### config.mk
export PLATFORM = sky130hd
export DESIGN_NAME = perf_run_monitor
export DESIGN_NICKNAME = d
export VERILOG_FILES = /design/src/rtl/perf_pkg.sv /design/src/rtl/perf_run_monitor_sat_counter.sv /design/src/rtl/perf_run_monitor.sv
export SDC_FILE = /design/constraint.sdc
export NUM_CORES = 1
export LEC_CHECK = 0
export CAP_MARGIN = 20
export CELL_PAD_IN_SITES_DETAIL_PLACEMENT = 0
export CELL_PAD_IN_SITES_GLOBAL_PLACEMENT = 2
export CORE_MARGIN = 8
export CORE_UTILIZATION = 33
export DETAILED_ROUTE_END_ITERATION = 12
export HOLD_SLACK_MARGIN = 0.1
export PLACE_DENSITY_LB_ADDON = 0.1
export SYNTH_ARGS = -nofsm -noshare
export SYNTH_HDL_FRONTEND = slang
export SYNTH_HIERARCHICAL = 1
export SYNTH_SLANG_ARGS = --single-unit
### constraint.sdc
create_clock -name CLK -period 2.6 [get_ports CLK]
set_input_delay 0.52 -clock CLK [delete_from_list [all_inputs] [get_ports CLK]]
set_output_delay 0.52 -clock CLK [all_outputs]
set_load 0.02 [all_outputs]
### src/rtl/perf_pkg.sv
// ---------------------------------------------------------------------------
// perf_pkg
// Shared definitions for the run/performance monitor:
//   state_e    - run-control FSM encoding (IDLE, RUN, DONE, TIMEOUT)
//   SEL_CYCLES - read-select code of the elapsed-cycle counter; event
//                channel i is read with select i+1.
// ---------------------------------------------------------------------------
package perf_pkg;

    typedef enum logic [1:0] {
        IDLE    = 2'd0,
        RUN     = 2'd1,
        DONE    = 2'd2,
        TIMEOUT = 2'd3
    } state_e;

    localparam int SEL_CYCLES = 0;

    // True when the monitor is actively accumulating counts.
    function automatic logic is_counting(input state_e s);
        return (s == RUN);
    endfunction

endpackage

### src/rtl/perf_run_monitor_sat_counter.sv
// ---------------------------------------------------------------------------
// sat_counter
// Saturating up-counter with a sticky overflow flag.
//   clk        : clock, rising edge
//   reset      : synchronous active-high reset (count and flag to 0)
//   clear      : synchronous clear, same effect as reset
//   en         : counting window is open this cycle
//   inc        : increment request (qualified by en)
//   count      : current counter value
//   ovf_sticky : set when an increment arrives while count is all-ones;
//                held until reset or clear
// ---------------------------------------------------------------------------
module sat_counter #(
    parameter int CNT_W = 32
) (
    input  logic             clk,
    input  logic             reset,
    input  logic             clear,
    input  logic             en,
    input  logic             inc,
    output logic [CNT_W-1:0] count,
    output logic             ovf_sticky
);

    logic [CNT_W-1:0] count_reg;
    logic             ovf_reg;

    always_ff @(posedge clk) begin
        if (reset || clear) begin
            count_reg <= '0;
            ovf_reg   <= 1'b0;
        end else if (en && inc) begin
            // At all-ones the value holds instead of wrapping; the lost
            // increment is recorded in the sticky flag.
            if (&count_reg) begin
                ovf_reg <= 1'b1;
            end else begin
                count_reg <= count_reg + CNT_W'(1);
            end
        end
    end

    assign count      = count_reg;
    assign ovf_sticky = ovf_reg;

endmodule

### src/rtl/perf_run_monitor.sv
// ---------------------------------------------------------------------------
// perf_run_monitor
// Counts elapsed cycles and NUM_EVT event channels between a start pulse and
// a completion match on the monitored datapath output, with an optional
// cycle-limit timeout. Results freeze at completion/timeout and are read
// through a registered select port.
//
// Ports:
//   CLK          : clock, rising edge
//   reset        : synchronous active-high reset
//   start        : one-cycle pulse; zero counters/flags and (re)start a run
//   clr          : return to IDLE, zero counters/flags
//   match_en     : enable completion matching
//   match_value  : expected final datapath value
//   out_valid    : datapath output valid this cycle
//   out_data     : datapath output value
//   evt          : per-channel event strobes (one count per high cycle)
//   sel          : read select; 0 = cycles, i = event channel i-1
//   rd_data      : selected counter, registered (1-cycle latency)
//   ovf          : sticky saturation flags; bit 0 cycles, bit i event i-1
//   busy/done/timeout : decoded from the registered FSM state
// ---------------------------------------------------------------------------
module perf_run_monitor
    import perf_pkg::*;
#(
    parameter  int WIDTH       = 16,
    parameter  int CNT_W       = 32,
    parameter  int NUM_EVT     = 4,
    parameter  int TIMEOUT_CYC = 100000,
    localparam int SEL_W       = $clog2(NUM_EVT + 1)
) (
    input  logic               CLK,
    input  logic               reset,
    input  logic               start,
    input  logic               clr,
    input  logic               match_en,
    input  logic [WIDTH-1:0]   match_value,
    input  logic               out_valid,
    input  logic [WIDTH-1:0]   out_data,
    input  logic [NUM_EVT-1:0] evt,
    input  logic [SEL_W-1:0]   sel,
    output logic [CNT_W-1:0]   rd_data,
    output logic [NUM_EVT:0]   ovf,
    output logic               busy,
    output logic               done,
    output logic               timeout
);

    state_e state_reg;
    state_e state_next;

    // Counter bank: index 0 is the cycle counter, index i is event i-1.
    logic [CNT_W-1:0] cnt [NUM_EVT+1];
    logic [NUM_EVT:0] ovf_bits;
    logic [NUM_EVT:0] inc_vec;

    logic             clear_cnt;
    logic             cnt_en;
    logic             match_hit;
    logic             timeout_hit;
    logic [CNT_W-1:0] cycles_cur;
    logic [CNT_W-1:0] cycles_post;

    logic [CNT_W-1:0] rd_data_reg;
    logic [CNT_W-1:0] rd_data_next;

    // -----------------------------------------------------------------------
    // Counter control
    // -----------------------------------------------------------------------
    // start and clr both zero the bank; the start cycle itself is never
    // counted because counting is only enabled when neither is present.
    assign clear_cnt = clr | start;
    assign cnt_en    = is_counting(state_reg) && !clear_cnt;

    // The cycle counter advances every RUN cycle; events follow their strobes.
    assign inc_vec = {evt, 1'b1};

    generate
        for (genvar gi = 0; gi <= NUM_EVT; gi++) begin : g_cnt
            sat_counter #(
                .CNT_W (CNT_W)
            ) u_cnt (
                .clk        (CLK),
                .reset      (reset),
                .clear      (clear_cnt),
                .en         (cnt_en),
                .inc        (inc_vec[gi]),
                .count      (cnt[gi]),
                .ovf_sticky (ovf_bits[gi])
            );
        end
    endgenerate

    // -----------------------------------------------------------------------
    // Completion and timeout detection
    // -----------------------------------------------------------------------
    assign match_hit = match_en && out_valid && (out_data == match_value);

    // Value the cycle counter will hold after this edge (saturating), so the
    // timeout fires on the same edge that makes the count equal the limit.
    assign cycles_cur  = cnt[SEL_CYCLES];
    assign cycles_post = (&cycles_cur) ? cycles_cur : cycles_cur + CNT_W'(1);

    // Compared at 64 bits so a limit wider than the counter never aliases
    // onto a truncated value.
    assign timeout_hit = (TIMEOUT_CYC != 0) &&
                         (64'(cycles_post) == 64'(TIMEOUT_CYC));

    // -----------------------------------------------------------------------
    // Run-control FSM; order of tests gives clr > start > match > timeout.
    // -----------------------------------------------------------------------
    always_comb begin
        state_next = state_reg;
        if (clr) begin
            state_next = IDLE;
        end else if (start) begin
            state_next = RUN;
        end else if (state_reg == RUN) begin
            if (match_hit) begin
                state_next = DONE;
            end else if (timeout_hit) begin
                state_next = TIMEOUT;
            end
        end
    end

    always_ff @(posedge CLK) begin
        if (reset) begin
            state_reg <= IDLE;
        end else begin
            state_reg <= state_next;
        end
    end

    // -----------------------------------------------------------------------
    // Registered read port; selects beyond the bank read as zero.
    // -----------------------------------------------------------------------
    always_comb begin
        rd_data_next = '0;
        for (int i = 0; i <= NUM_EVT; i++) begin
            if (sel == SEL_W'(i)) begin
                rd_data_next = cnt[i];
            end
        end
    end

    always_ff @(posedge CLK) begin
        if (reset) begin
            rd_data_reg <= '0;
        end else begin
            rd_data_reg <= rd_data_next;
        end
    end

    // -----------------------------------------------------------------------
    // Outputs
    // -----------------------------------------------------------------------
    assign rd_data = rd_data_reg;
    assign ovf     = ovf_bits;
    assign busy    = (state_reg == RUN);
    assign done    = (state_reg == DONE);
    assign timeout = (state_reg == TIMEOUT);

endmodule

Yosys cells after proc, flatten, opt, wreduce, memory -nomap -nowiden
Index checks and enable logic that the tools add are counted.
{ "word_totals": {"reg_bits": 199, "in_bits": 45, "wordCells": 73} }
{ "classes": {"addsub": 5, "n_eq_ne": 9, "muxes": 10, "bitwise_logic": 5, "reduce_logical": 31} }
{ "op_table": {"columns": ["op", "count"], "rows": [
  ["$mux 32", 6],
  ["$reduce_and 33->1", 5],
  ["$add 32x1->32 const B", 5],
  ["$reduce_and 32->1", 5],
  ["$eq 32x17->1 const B", 1],
  ["$eq 16x16->1", 1],
  ["$reduce_and 2->1", 6],
  ["$logic_and 1x1->1", 7],
  ["$eq 3x2->1 const B", 2],
  ["$eq 2x2->1 const B", 2],
  ["$mux 2", 2],
  ["$not 1->1", 4],
  ["$reduce_bool 2->1", 2],
  ["$eq 3x1->1 const B", 1],
  ["$eq 3x3->1 const B", 1],
  ["$logic_not 3->1", 1],
  ["$reduce_bool 3->1", 1],
  ["$reduce_or 3->1", 1],
  ["$eq 2x1->1 const B", 1],
  ["$mux 1", 2],
  ["$reduce_or 2->1", 1],
  ["$logic_not 1->1", 1],
  ["$logic_or 1x1->1", 1],
  ["$or 1x1->1", 1]
]} }

Depth between registers and ports, before layout
Gate-level depths: netlist of the first run.
{ "depth": {"depth_word": 7, "mapped_depth": 9} }

Cells and area by module
Netlist of the first run, hierarchy kept.
{ "by_module_without_submodules": {"columns": ["mod", "n_inst", "cells_per_inst", "area_each_um2"], "rows": [
  ["sat_counter", 5, 213, 1736.7],
  ["perf_run_monitor", 1, 367, 3015.4]
]} }

Worst setup path before layout of the first run
Ideal clock, no wire load.
{ "synth_timing": {"path_kind": "in2reg", "from": "input clr", "to": "register g_cnt[0].u_cnt.count_reg[18]", "setup_ns": 0.070, "t_arrival_ns": 2.683, "t_required_ns": 2.530, "slack_ns": -0.154, "path_stages": 7, "path_buffers": 0, "cell_sequence": "or2_2 -> nor2b_1 -> nand2_1 -> nor4_1 -> o31ai_2 -> or4_1 -> a21oi_1"} }
{ "synth_via": {"elab_chain_len": 3} }
{ "synth_lines": {"columns": ["item", "line", "source"], "rows": [
  ["start: declaration", "perf_run_monitor.sv:35", "input logic clr,"],
  ["$or 1x1->1", "perf_run_monitor.sv:72", "assign clear_cnt = clr | start;"],
  ["$logic_not 1->1", "perf_run_monitor.sv:73", "assign cnt_en = is_counting(state_reg) && !clear_cnt;"],
  ["$logic_and 1x1->1", "perf_run_monitor.sv:73", null],
  ["via cnt_en", "perf_run_monitor.sv:58", "logic cnt_en;"],
  ["end signal: assignment", "perf_run_monitor_sat_counter.sv:38", "count_reg <= count_reg + CNT_W'(1);"],
  ["end: declaration", "perf_run_monitor_sat_counter.sv:25", "logic [CNT_W-1:0] count_reg;"]
]} }
The timed path passes the listed nets, and every way through them passes these cells.
A chain may end at the register's enable or synchronous reset.

Worst setup path after layout of the first run
{ "layout_timing": {"from": "input clr", "to": "register g_cnt[2].u_cnt.count_reg[25]"} }
{ "layout_via": {"elab_chain_len": 5} }
{ "layout_lines": {"columns": ["item", "line", "source"], "rows": [
  ["$or 1x1->1", "perf_run_monitor.sv:72", null],
  ["via clear_cnt", "perf_run_monitor.sv:57", "logic clear_cnt;"],
  ["$logic_not 1->1", "perf_run_monitor.sv:73", null],
  ["$logic_and 1x1->1", "perf_run_monitor.sv:73", null],
  ["via cnt_en", "perf_run_monitor.sv:58", null],
  ["$logic_and 1x1->1", "perf_run_monitor_sat_counter.sv:32", "end else if (en && inc) begin"],
  ["$reduce_and 2->1 (no source line)", null, null],
  ["end signal: assignment", "perf_run_monitor_sat_counter.sv:38", null],
  ["end: declaration", "perf_run_monitor_sat_counter.sv:25", null]
]} }
The timed path passes the listed nets, and every way through them passes these cells.

==> flow_metrics.env, run 1 <==
export IMPL_outcome="finished, final reports clean"
export IMPL_seq_area_frac_synth_pct=34.1
export IMPL_post_dp_cell_area_um2=13800
export IMPL_area_growth_pct=23.6
export IMPL_layout_drive_gt1_share_pct=15.5
export IMPL_ys_types=67
export IMPL_grt_pass1_wl_um=68200
export IMPL_ios=85
export IMPL_antenna_found_initial=0
export IMPL_setup_tns_ns=0
export IMPL_max_freq_mhz=402
export IMPL_critPathLaunchType="input port"
export IMPL_r2r_start="g_cnt[0].u_cnt/count[0]"
export IMPL_syn_area_per_cell_um2=8.17
export IMPL_dp_slack_ns=-0.370
export IMPL_critPathMaxFanout=15
export IMPL_grt_max_degree=45
export IMPL_firstDrtPassIters=6
export IMPL_synthArstFlopShare_pct=0
export IMPL_critPathSlowestCell="clkdlybuf4s50_1"
export IMPL_antenna_left=0
export IMPL_cts_buffers=17
export IMPL_fin_nets=1654
export IMPL_die_area_um2=41700
export IMPL_timing_rr_end="state_reg[1]"
export IMPL_cpPeakStageDelay_ns=0.41
export IMPL_grt_pass1_vias=11442
export IMPL_hold_path_class="flip-flop to flip-flop"
export IMPL_yosysTopAreaCellShare_pct=34.1
export IMPL_drc=0
export IMPL_largest_reg_flops=160
export IMPL_ys_ff_latch=199
export IMPL_start_util_pct=33.2
export IMPL_finalHoldViolations=0
export IMPL_p_leak_uw=0.00450
export IMPL_routed_wl_um=43800
export IMPL_yosysWarnings=6
export IMPL_clk_latency_ns=0.47
export IMPL_grt_setup_unrepaired="true"
export IMPL_period_share_pct=95.7
export IMPL_synthTopCellsByArea="dfxtp_1 34%, o21ai_0 6.7%, or3_1 6.6%"
export IMPL_min_period_ns=2.49
export IMPL_grt_remaining_overflow=0
export IMPL_design_area_um2=14500
export IMPL_max_cap_viol_count=0
export IMPL_final_setup_worst_slack_ns=0.111
export IMPL_drv_slew=0
export IMPL_vias_per_cell=5.81
export IMPL_synth_area_um2=11700
export IMPL_die_h_um=204
export IMPL_design_power_total_uw=6060
export IMPL_synthFlopType="dfxtp_1"
export IMPL_setup_viol=0
export IMPL_rows=69
export IMPL_clk_pin_slew_ns=0.08
export IMPL_r2r_slack_ns=0.17
export IMPL_yosys_area_top_type="dfxtp_1"
export IMPL_worstHoldStart="g_cnt[3].u_cnt/ovf_sticky"
export IMPL_first_iter_violations=979
export IMPL_dp_hpwl_um=33700
export IMPL_fin_util_pct=41.1
export IMPL_reg2regPathDepth=8
export IMPL_ir_drop_v=0.000453
export IMPL_cts_setup_buffers=0
export IMPL_place_congestion=0.887
export IMPL_cts_sinks=199
export IMPL_ctsHtreeMaxLevel=4
export IMPL_synth_edff_count=0
export IMPL_critPathArrivalTime_ns=2.89
export IMPL_clockBufferDepth=2
export IMPL_whs_endpoint="g_cnt[3].u_cnt/ovf_sticky"
export IMPL_worstMarginPinSlew_ns=0.731
export IMPL_relSlewSlack_pct=51.0
export IMPL_power_density_nw_per_um2=419
export IMPL_diodes=0
export IMPL_path_class="input port to flip-flop"
export IMPL_die_w_um=204
export IMPL_grtUsageTotal_pct=20.9
export IMPL_synth_cells=1432
export IMPL_worstPathRequired_ns=3.00
export IMPL_coreArea_um2=35200
export IMPL_port_buffers=84
export IMPL_fin_skew_ns=0.00992
export IMPL_cts_root_buf="clkbuf_16"
export IMPL_vias=12062
export IMPL_cts_tree="yes"
export IMPL_end_kind="flip-flop"
export IMPL_wire_per_inst_um=21.1
export IMPL_worstPathCellList="clkdlybuf4s50_1 > or2_2 > nor2b_2 > buf_12 > nand3_1 > nor4_4 > o211ai_1 > buf_4 > or3_1 > a21oi_1"
export IMPL_whs_path_depth=2
-- per-layer routing --
metal | vias to the layer above | GRT usage [%] | part of all wire (%)
met5 | - | 0 | 0
met4 | 0 | 5.71 | 2.2
met3 | 48 | 2.90 | 4.1
met2 | 279 | 32.7 | 45
met1 | 5886 | 29.5 | 49
li1 | 5849 | - | -
-- area by class of cell --
class / count / area, um^2
clock buffers: 17 / 425
multi-input cells: 1137 / 7380
clock inverters: 15 / 153
flip-flops and latches: 199 / 3980
inverters: 41 / 154
repair buffers: 207 / 1780
fillers: 3648 / 20800
well taps: 461 / 577
-- layout by cell type (no fill, tap or decap), drive strengths merged, types with 17 or more instances in the layout --
master / instances
a21oi: 153
and3: 23
nand3: 88
and4: 27
inv: 50
or3: 125
nor3: 26
nand2: 89
a221o: 18
mux2i: 20
dfxtp: 199
clkdlybuf4s50: 82
or4: 33
nor2: 83
buf: 125
nor4: 27
o31ai: 32
clkbuf: 17
nand4: 67
o21ai: 162
-- worst max path at each step --
stage                               end  cells past startpoint               startpoint  slack (ns)
4_1_cts                    state_reg[1]                      8  g_cnt[0].u_cnt/count[0]        0.10
3_3_place_gp               state_reg[1]                     10                      clr       -0.37
5_1_grt        g_cnt[4].u_cnt/count[29]                      9                    start       -0.04
2_1_floorplan  g_cnt[0].u_cnt/count[18]                      7                      clr        0.07
6_report       g_cnt[2].u_cnt/count[25]                     10                      clr        0.11
3_5_place_dp               state_reg[1]                     10                    start       -0.37
-- kinds of logic after synthesis --
family | synth area share [%]
AOI/OAI and AO/OA | 22.3
xor gates and xnor gates | 2.10
adders and majority gates | 0.642
buffers and inverters | 3.50
DFF | 34.1
muxes | 4.41
other | 0.0321
and+or+nand+nor | 32.9
-- critical path, delay by kind of cell --
family	cells	cell delay, ns
buffers and inverters	3	0.78
AND/OR/NAND/NOR	5	1.27
AO/OA/AOI/OAI	2	0.29
-- through the flow --
stage	cells	hold slack, ns
4_1_cts	2076	0.485
3_3_place_gp	2043	0.454
5_1_grt	2077	0.516
2_1_floorplan	1434	0.464
3_5_place_dp	2044	0.464
6_report	2077	0.472
-- what timing repair did --
item	CTS	global route
endpoints found under the setup margin	0	9
hold buffers	0	0
resized for setup	0	8
-- power breakdown --
group          internal (uW)  leakage [uW]  switching [uW]
clock network           1290      0.000286            1410
logic                    139       0.00261             168
registers               3050       0.00160            3.92
total                   4480       0.00450            1580
-- cell usage after synthesis (4+ instances only) --
| cell | count |
|---|---|
| or3b_1 | 5 |
| nor3b_1 | 5 |
| or2_2 | 11 |
| nor4_2 | 6 |
| dfxtp_1 | 199 |
| nand4_1 | 51 |
| or3_1 | 123 |
| or4b_4 | 5 |
| a21oi_1 | 153 |
| mux4_2 | 14 |
| and2_1 | 15 |
| buf_6 | 4 |
| a21o_1 | 5 |
| o211ai_1 | 16 |
| o21ai_1 | 5 |
| and4_1 | 22 |
| nand4_2 | 16 |
| o21bai_4 | 5 |
| xnor2_1 | 15 |
| nand3_1 | 87 |
| ha_1 | 6 |
| nor4_1 | 16 |
| o21ai_0 | 157 |
| mux2i_1 | 20 |
| or4_1 | 32 |
| xor2_1 | 13 |
| a22oi_1 | 14 |
| o31ai_1 | 27 |
| clkbuf_1 | 44 |
| nor2_1 | 83 |
| buf_2 | 4 |
| a221o_1 | 18 |
| nor4_4 | 5 |
| o31ai_2 | 5 |
| nor2b_1 | 4 |
| clkbuf_2 | 5 |
| nor3_1 | 25 |
| o2111ai_2 | 5 |
| inv_1 | 41 |
| and4_4 | 5 |
| and3_1 | 21 |
| nand2_1 | 88 |
(Power assumes the default switching activity.)
==> run 2: changes to the inputs <==
CTS_CLUSTER_SIZE = 30   (was not set)
HOLD_SLACK_MARGIN = 0.12   (was 0.1)
==> results of run 2 <==
The final DEF is identical to that of run 1; final timing and power are the same.
==> run 3: changes to the inputs <==
TNS_END_PERCENT = 20   (was not set)
==> results of run 3 <==
The final DEF is identical to that of run 1; final timing and power are the same.
